[config.mk]
export PLATFORM = sky130hd
export DESIGN_NAME = sli_cam_sync_flat
export DESIGN_NICKNAME = d
export VERILOG_FILES = /design/src/rtl/sli_cam_sync_if.sv /design/src/rtl/sli_cam_sync.sv /design/src/flat_wrapper.sv
export SDC_FILE = /design/constraint.sdc
export NUM_CORES = 1
export LEC_CHECK = 0
export CAP_MARGIN = 5
export CORE_MARGIN = 4
export CORE_UTILIZATION = 38
export CTS_CLUSTER_SIZE = 28
export DETAILED_ROUTE_END_ITERATION = 6
export PLACE_DENSITY = 0.57
export SLEW_MARGIN = 20
export SYNTH_ARGS = -nofsm -noshare
export SYNTH_HDL_FRONTEND = slang
export SYNTH_SLANG_ARGS = --single-unit
[constraint.sdc]
create_clock -name clk -period 4.69 [get_ports clk]
set_clock_uncertainty 0.05 [all_clocks]
set_input_delay 0.7035 -clock clk [delete_from_list [all_inputs] [get_ports clk]]
set_output_delay 0.7035 -clock clk [all_outputs]
set_load 0.02 [all_outputs]
[src/rtl/sli_cam_sync_if.sv]
// Projector/camera SLI handshake bundle: the projector (master) drives trigger, arm and timing,
// and the camera (slave) answers with rdy and status.
interface sli_cam_sync_if #(
  parameter int CNT_W = 24
);
  logic             arm;
  logic             trig;
  logic             f_frm;
  logic [CNT_W-1:0] exp_cycles;
  logic [CNT_W-1:0] ro_cycles;
  logic             rdy;
  logic             busy;
  logic [4:0]       frame_idx;
  logic             seq_done;
  logic             overrun;

  modport master (
    output arm, trig, f_frm, exp_cycles, ro_cycles,
    input  rdy, busy, frame_idx, seq_done, overrun
  );

  modport slave (
    input  arm, trig, f_frm, exp_cycles, ro_cycles,
    output rdy, busy, frame_idx, seq_done, overrun
  );
endinterface

[src/rtl/sli_cam_sync.sv]
// Camera model for the SLI handshake: synced trig rise -> EXPOSE -> READOUT -> ACK (rdy for RDY_W clk).
// Trig-to-EXPOSE latency SYNC_STAGES+1 clk; triggers while busy are dropped. SLI_CAM_PRIME_EN adds a PRIME rdy on arm rise.
module sli_cam_sync #(
  parameter int CNT_W       = 24,
  parameter int RDY_W       = 4,
  parameter int SYNC_STAGES = 2,
  parameter int SEQ_LEN     = 32
) (
  input  logic          clk,
  input  logic          rst_n,
  sli_cam_sync_if.slave cam
);
  localparam int              RC_W     = (RDY_W > 1) ? $clog2(RDY_W) : 1;
  localparam logic [RC_W-1:0] RDY_LOAD = RC_W'(RDY_W - 1);
  localparam logic [4:0]      IDX_LAST = 5'(SEQ_LEN - 1);

  typedef enum logic [2:0] {
    IDLE,
    EXPOSE,
    READOUT,
    ACK
`ifdef SLI_CAM_PRIME_EN
    , PRIME
`endif
  } state_t;

  state_t                 state;
  logic [SYNC_STAGES-1:0] trig_sync;
  logic [SYNC_STAGES-1:0] ffrm_sync;
  logic                   trig_d;
  logic [CNT_W-1:0]       cnt;
  logic [RC_W-1:0]        rdy_cnt;
  logic                   rdy_r;
  logic                   busy_r;
  logic [4:0]             idx_r;
  logic                   seq_done_r;
  logic                   overrun_r;
  logic                   trig_rise;
  logic                   f_frm_s;
  logic [4:0]             idx_next;
`ifdef SLI_CAM_PRIME_EN
  logic                   arm_d;
  logic                   arm_rise;

  assign arm_rise = cam.arm & ~arm_d;
`endif

  assign trig_rise = trig_sync[SYNC_STAGES-1] & ~trig_d;
  assign f_frm_s   = ffrm_sync[SYNC_STAGES-1];
  assign idx_next  = (idx_r == IDX_LAST) ? 5'd0 : idx_r + 5'd1;

  always_ff @(posedge clk or negedge rst_n) begin
    if (!rst_n) begin
      state      <= IDLE;
      trig_sync  <= '0;
      ffrm_sync  <= '0;
      trig_d     <= 1'b0;
      cnt        <= '0;
      rdy_cnt    <= '0;
      rdy_r      <= 1'b0;
      busy_r     <= 1'b0;
      idx_r      <= '0;
      seq_done_r <= 1'b0;
      overrun_r  <= 1'b0;
`ifdef SLI_CAM_PRIME_EN
      arm_d      <= 1'b0;
`endif
    end else begin
      trig_sync  <= {trig_sync[SYNC_STAGES-2:0], cam.trig};
      ffrm_sync  <= {ffrm_sync[SYNC_STAGES-2:0], cam.f_frm};
      trig_d     <= trig_sync[SYNC_STAGES-1];
      seq_done_r <= 1'b0;
`ifdef SLI_CAM_PRIME_EN
      arm_d      <= cam.arm;
`endif
      if (!cam.arm) begin
        // Disarm aborts any frame; frame_idx is kept so a re-arm resumes the sequence.
        state     <= IDLE;
        busy_r    <= 1'b0;
        rdy_r     <= 1'b0;
        overrun_r <= 1'b0;
        cnt       <= '0;
        rdy_cnt   <= '0;
      end else begin
        if (trig_rise && state != IDLE) overrun_r <= 1'b1;
        case (state)
          IDLE: begin
            if (trig_rise) begin
              state  <= EXPOSE;
              busy_r <= 1'b1;
              cnt    <= (cam.exp_cycles == '0) ? '0 : cam.exp_cycles - 1'b1;
              if (f_frm_s) idx_r <= IDX_LAST;
            end
`ifdef SLI_CAM_PRIME_EN
            else if (arm_rise) begin
              state   <= PRIME;
              busy_r  <= 1'b1;
              rdy_r   <= 1'b1;
              rdy_cnt <= RDY_LOAD;
            end
`endif
          end
          EXPOSE: begin
            if (cnt != '0) begin
              cnt <= cnt - 1'b1;
            end else if (cam.ro_cycles != '0) begin
              state <= READOUT;
              cnt   <= cam.ro_cycles - 1'b1;
            end else begin
              state      <= ACK;
              rdy_r      <= 1'b1;
              rdy_cnt    <= RDY_LOAD;
              idx_r      <= idx_next;
              seq_done_r <= (idx_next == IDX_LAST);
            end
          end
          READOUT: begin
            if (cnt != '0) begin
              cnt <= cnt - 1'b1;
            end else begin
              // seq_done marks completion of the last frame, not the f_frm realign wrap.
              state      <= ACK;
              rdy_r      <= 1'b1;
              rdy_cnt    <= RDY_LOAD;
              idx_r      <= idx_next;
              seq_done_r <= (idx_next == IDX_LAST);
            end
          end
`ifdef SLI_CAM_PRIME_EN
          ACK, PRIME: begin
`else
          ACK: begin
`endif
            if (rdy_cnt != '0) begin
              rdy_cnt <= rdy_cnt - 1'b1;
            end else begin
              state  <= IDLE;
              busy_r <= 1'b0;
              rdy_r  <= 1'b0;
            end
          end
          default: state <= IDLE;
        endcase
      end
    end
  end

  assign cam.rdy       = rdy_r;
  assign cam.busy      = busy_r;
  assign cam.frame_idx = idx_r;
  assign cam.seq_done  = seq_done_r;
  assign cam.overrun   = overrun_r;
endmodule

[src/flat_wrapper.sv]
// flat-port wrapper written by rule: the top's interface ports become plain ports
module sli_cam_sync_flat 
#(
  parameter int CNT_W       = 24,
  parameter int RDY_W       = 4,
  parameter int SYNC_STAGES = 2,
  parameter int SEQ_LEN     = 32
)
  (clk, rst_n, cam_arm, cam_trig, cam_f_frm, cam_exp_cycles, cam_ro_cycles, cam_rdy, cam_busy, cam_frame_idx, cam_seq_done, cam_overrun);
  sli_cam_sync_if #(.CNT_W(CNT_W)) cam_i ();
  input  logic clk;
  input  logic rst_n;
  input wire logic [$bits(cam_i.arm)-1:0] cam_arm;
  input wire logic [$bits(cam_i.trig)-1:0] cam_trig;
  input wire logic [$bits(cam_i.f_frm)-1:0] cam_f_frm;
  input wire logic [$bits(cam_i.exp_cycles)-1:0] cam_exp_cycles;
  input wire logic [$bits(cam_i.ro_cycles)-1:0] cam_ro_cycles;
  output wire logic [$bits(cam_i.rdy)-1:0] cam_rdy;
  output wire logic [$bits(cam_i.busy)-1:0] cam_busy;
  output wire logic [$bits(cam_i.frame_idx)-1:0] cam_frame_idx;
  output wire logic [$bits(cam_i.seq_done)-1:0] cam_seq_done;
  output wire logic [$bits(cam_i.overrun)-1:0] cam_overrun;
  assign cam_i.arm = cam_arm;
  assign cam_i.trig = cam_trig;
  assign cam_i.f_frm = cam_f_frm;
  assign cam_i.exp_cycles = cam_exp_cycles;
  assign cam_i.ro_cycles = cam_ro_cycles;
  assign cam_rdy = cam_i.rdy;
  assign cam_busy = cam_i.busy;
  assign cam_frame_idx = cam_i.frame_idx;
  assign cam_seq_done = cam_i.seq_done;
  assign cam_overrun = cam_i.overrun;
  sli_cam_sync #(.CNT_W(CNT_W), .RDY_W(RDY_W), .SYNC_STAGES(SYNC_STAGES), .SEQ_LEN(SEQ_LEN)) u_core (.clk(clk), .rst_n(rst_n), .cam(cam_i));
endmodule
==> summary.txt <==
Outcome
  • Status: completed

Clock network
  • Worst-skew pair later-pin latency: 0.30 ns
  • CTS sink cnt: 42
  • Root Driver: clkbuf_8
  • CTS hold repair buffers: 0
  • Number of post-CTS setup repair buffers: 0
  • Post-CTS Resized: 0
  • CTS buffer count: 5
  • Clock tree buffer depth: 2
  • CTS tree: done
  • Clock-pin slew on the worst setup and hold paths: 0.09 ns
  • # H-tree levels: 2

Routing
  • Detail Route Antenna Nets: 0
  • Vias/cell: 6.19
  • DRC viols: 0
  • Wire per inst: 19.2 µm
  • Initial DRC Count: 409
  • 1st-pass router iterations: 5
  • Routed WL: 12.9 mm
  • Via Count: 4,161

Hold path
  • Hold endpoint: u_core.trig_sync[1]
  • HP Class: reg -> reg
  • Hold Crit Start: u_core.trig_sync[0]
  • WHS Path Cells: 0

Yosys
  • Synth async-reset ratio: 100%
  • Unique masters post-synth: 73
  • Area of the mapped netlist: 3920 µm²
  • Post-synth top area share: 26.8%
  • Top cells by area, synth: dfrtp_1 (27%), xor2_1 (6.7%), ha_1 (4.1%)
  • Synth top cells by count: dfrtp_1 (42), nand2_1 (35), nor2_1 (32)
  • Cell with the most instances after synthesis: dfrtp_1
  • Number of flops mapped to enable cells by yosys: 0
  • Synth area leader: dfrtp_1
  • Mapped Cells: 483
  • Post-Syn Nets: 549
  • Yosys reg bits: 42
  • Top_reg_cell synth: dfrtp_1
  • Post-synthesis sequential area ratio: 26.8%
  • Synth Area per Inst: 8.12 µm²
  • Synthesis warning total: 0

Placement
  • Hpwl dp: 10.0 mm
  • Placed Instance Area: 4680 µm²
  • Pre-CTS WS: 0.963 ns
  • Placed cell count: 664
  • IO Port Bufs: 61
  • GPL Wtd Cong: 0.919

STA
  • Post-route clock period utilization: 73.7%
  • Hold Violations, Final: 0
  • Max Slew Vio Count: 0
  • Post-route setup TNS: 0 ns
  • Slew @ Worst Pin: 0.947 ns
  • Setup violations, final: 0
  • Slew Limit Headroom: 36.5%
  • Final WS setup: 1.23 ns
  • RSZ-0062 raised after global routing: no
  • Post-route minimum period: 3.46 ns
  • Max Clk Rate: 289 MHz
  • Hold Slack: 0.308 ns

Floorplanning
  • Count of boundary I/O pins: 62
  • Row count: 36
  • Total core area: 9910 µm²
  • Die height: 110 µm
  • Die width: 110 µm
  • Initial Util: 39.6%
  • Die area: 12,000 µm²

Power and ir drop
  • Leak pwr: 1.72 nW
  • Flop pwr share: 26.1%
  • Pint: 1.14 mW
  • Clk pwr share: 10.8%
  • Sw Pwr: 1.17 mW
  • Power share of the combinational group: 63.1%
  • Switching portion of total power: 50.6%
  • PD cells: 485 nW/µm²
  • Power consumption: 2.31 mW
  • Worst vdd ir: 0.233 mV

Global routing
  • Initial antenna violation count: 0
  • First-pass GRT wire length: 20.7 mm
  • Pin count of the biggest net entering global routing: 43
  • Number of global-route vias before repair: 3,950
  • GRT overflow: 0
  • Gr usage total: 21.8%

Final layout
  • Layout cell share with drive strength beyond 1: 7.79%
  • Antenna cell count: 0
  • Area grow syn2layout: 21.6%
  • Final Util: 48.1%
  • # nets final: 604
  • Sequential cell area: 1050 µm²
  • Fillers: 982
  • Multi-input gate area: 2690 µm²
  • Final Cell Area: 4770 µm²
  • Fin cells: 672

Worst setup path
  • Critical path's most frequent cell: a31o_2
  • R2R depth: 7
  • Worst-path fanout max: 22
  • Cells along the critical path: clkdlybuf4s50_1, nor4_1, and2_0, a31o_2, a31o_2, nor2_1, a22o_1
  • Cell family with the largest share of critical-path delay: simple AND/OR/NAND/NOR gates
  • CP arrival: 3.61 ns
  • Max incr delay on CP: 0.74 ns
  • Slowest CP cell: nor4_1
  • Critical path capture point type: flip-flop
  • Worst r2r dst: u_core.cnt[13]
  • Crit Path Category: in -> reg
  • R2R Path Start: u_core.cnt[6]
  • Worst path bufs/invs: 1
  • Critical path required time: 4.84 ns
  • Worst setup SP type: primary input
  • R2R setup slack: 1.49 ns

Run
  • Max cap viols: 0
[worst max-delay path by stage]
stage	start	endpoint	slack [ns]	depth (start not counted)
finish	cam_ro_cycles[10]	u_core.cnt[13]	1.23	7
global route	cam_ro_cycles[10]	u_core.cnt[13]	1.01	7
CTS	cam_ro_cycles[10]	u_core.cnt[13]	1.30	7
detailed placement	cam_ro_cycles[10]	u_core.cnt[13]	0.96	7
global placement	cam_ro_cycles[10]	u_core.cnt[13]	1.04	7
floorplan	cam_exp_cycles[0]	u_core.cnt[13]	1.83	8
[metal layers]
metal	GRT usage [%]	part of all wire, %
met1	30.8	46
met2	34.9	45
met3	2.82	7.1
met4	6.14	2.1
met5	0	0
[registers in the layout (all words and copies together) (netlist names)]
signal                count
u_core.cnt               24
u_core.cam.frame_idx      5
u_core.ffrm_sync          2
u_core.rdy_cnt            2
u_core.state              2
u_core.trig_sync          2
u_core.cam.busy           1
u_core.cam.overrun        1
u_core.cam.rdy            1
u_core.cam.seq_done       1
u_core.trig_d             1
[worst reg2reg max path, stage by stage (launching register included)]
cell and delay, ns:
dfrtp_1 0.44, or4_1 0.74, nor4_4 0.53, and2_1 0.25, buf_4 0.25, a31o_2 0.54
nor2_1 0.10, a22o_1 0.21
[logic make-up after synthesis]
family                   count (synthesis)  synth area share, %
AND/OR/NAND/NOR                        200                 28.7
XOR/XNOR                                47                 10.5
buffers and inverters                   44                 4.56
AO/OA/AOI/OAI                          133                 24.2
flip-flops                              42                 26.8
adder cells (fa/ha/maj)                 13                 4.15
multiplexers                             4                 1.12
[power groups by stage]
stage	Clock [mW]	Sequential [mW]	Combinational [mW]
final	0.249	0.604	1.46
after global placement	0	0.604	1.42
after CTS	0.254	0.598	1.44
after floorplan	0	0.588	1.02
after detailed placement	0	0.605	1.43
after global routing	0.265	0.620	1.60
[cell type report]
class | count | area share (%)
multi-input combinational | 397 | 56.4
sequential | 42 | 22.0
timing repair buffer | 73 | 14.6
tap | 133 | 3.49
inverter | 19 | 1.50
clock buffer | 5 | 1.44
clock inverter | 3 | 0.446
[layout by cell type (no fill, tap or decap), drive strengths merged, types with 4 or more instances in the layout]
master	count
inv	18
nand4b	5
o31ai	4
xor2	30
ha	13
or4	8
o22ai	6
o221ai	5
nand3b	5
a21oi	12
buf	13
nor4	23
o211ai	6
nand4	12
o21ai	33
a22o	9
nand3	16
nor3	29
or3	4
dfrtp	42
nor2	32
nand2b	4
nand2	36
a22oi	4
clkdlybuf4s50	60
o31a	5
or2	5
a31oi	11
clkbuf	5
xnor2	17
Power figures use the tool's default switching activity.
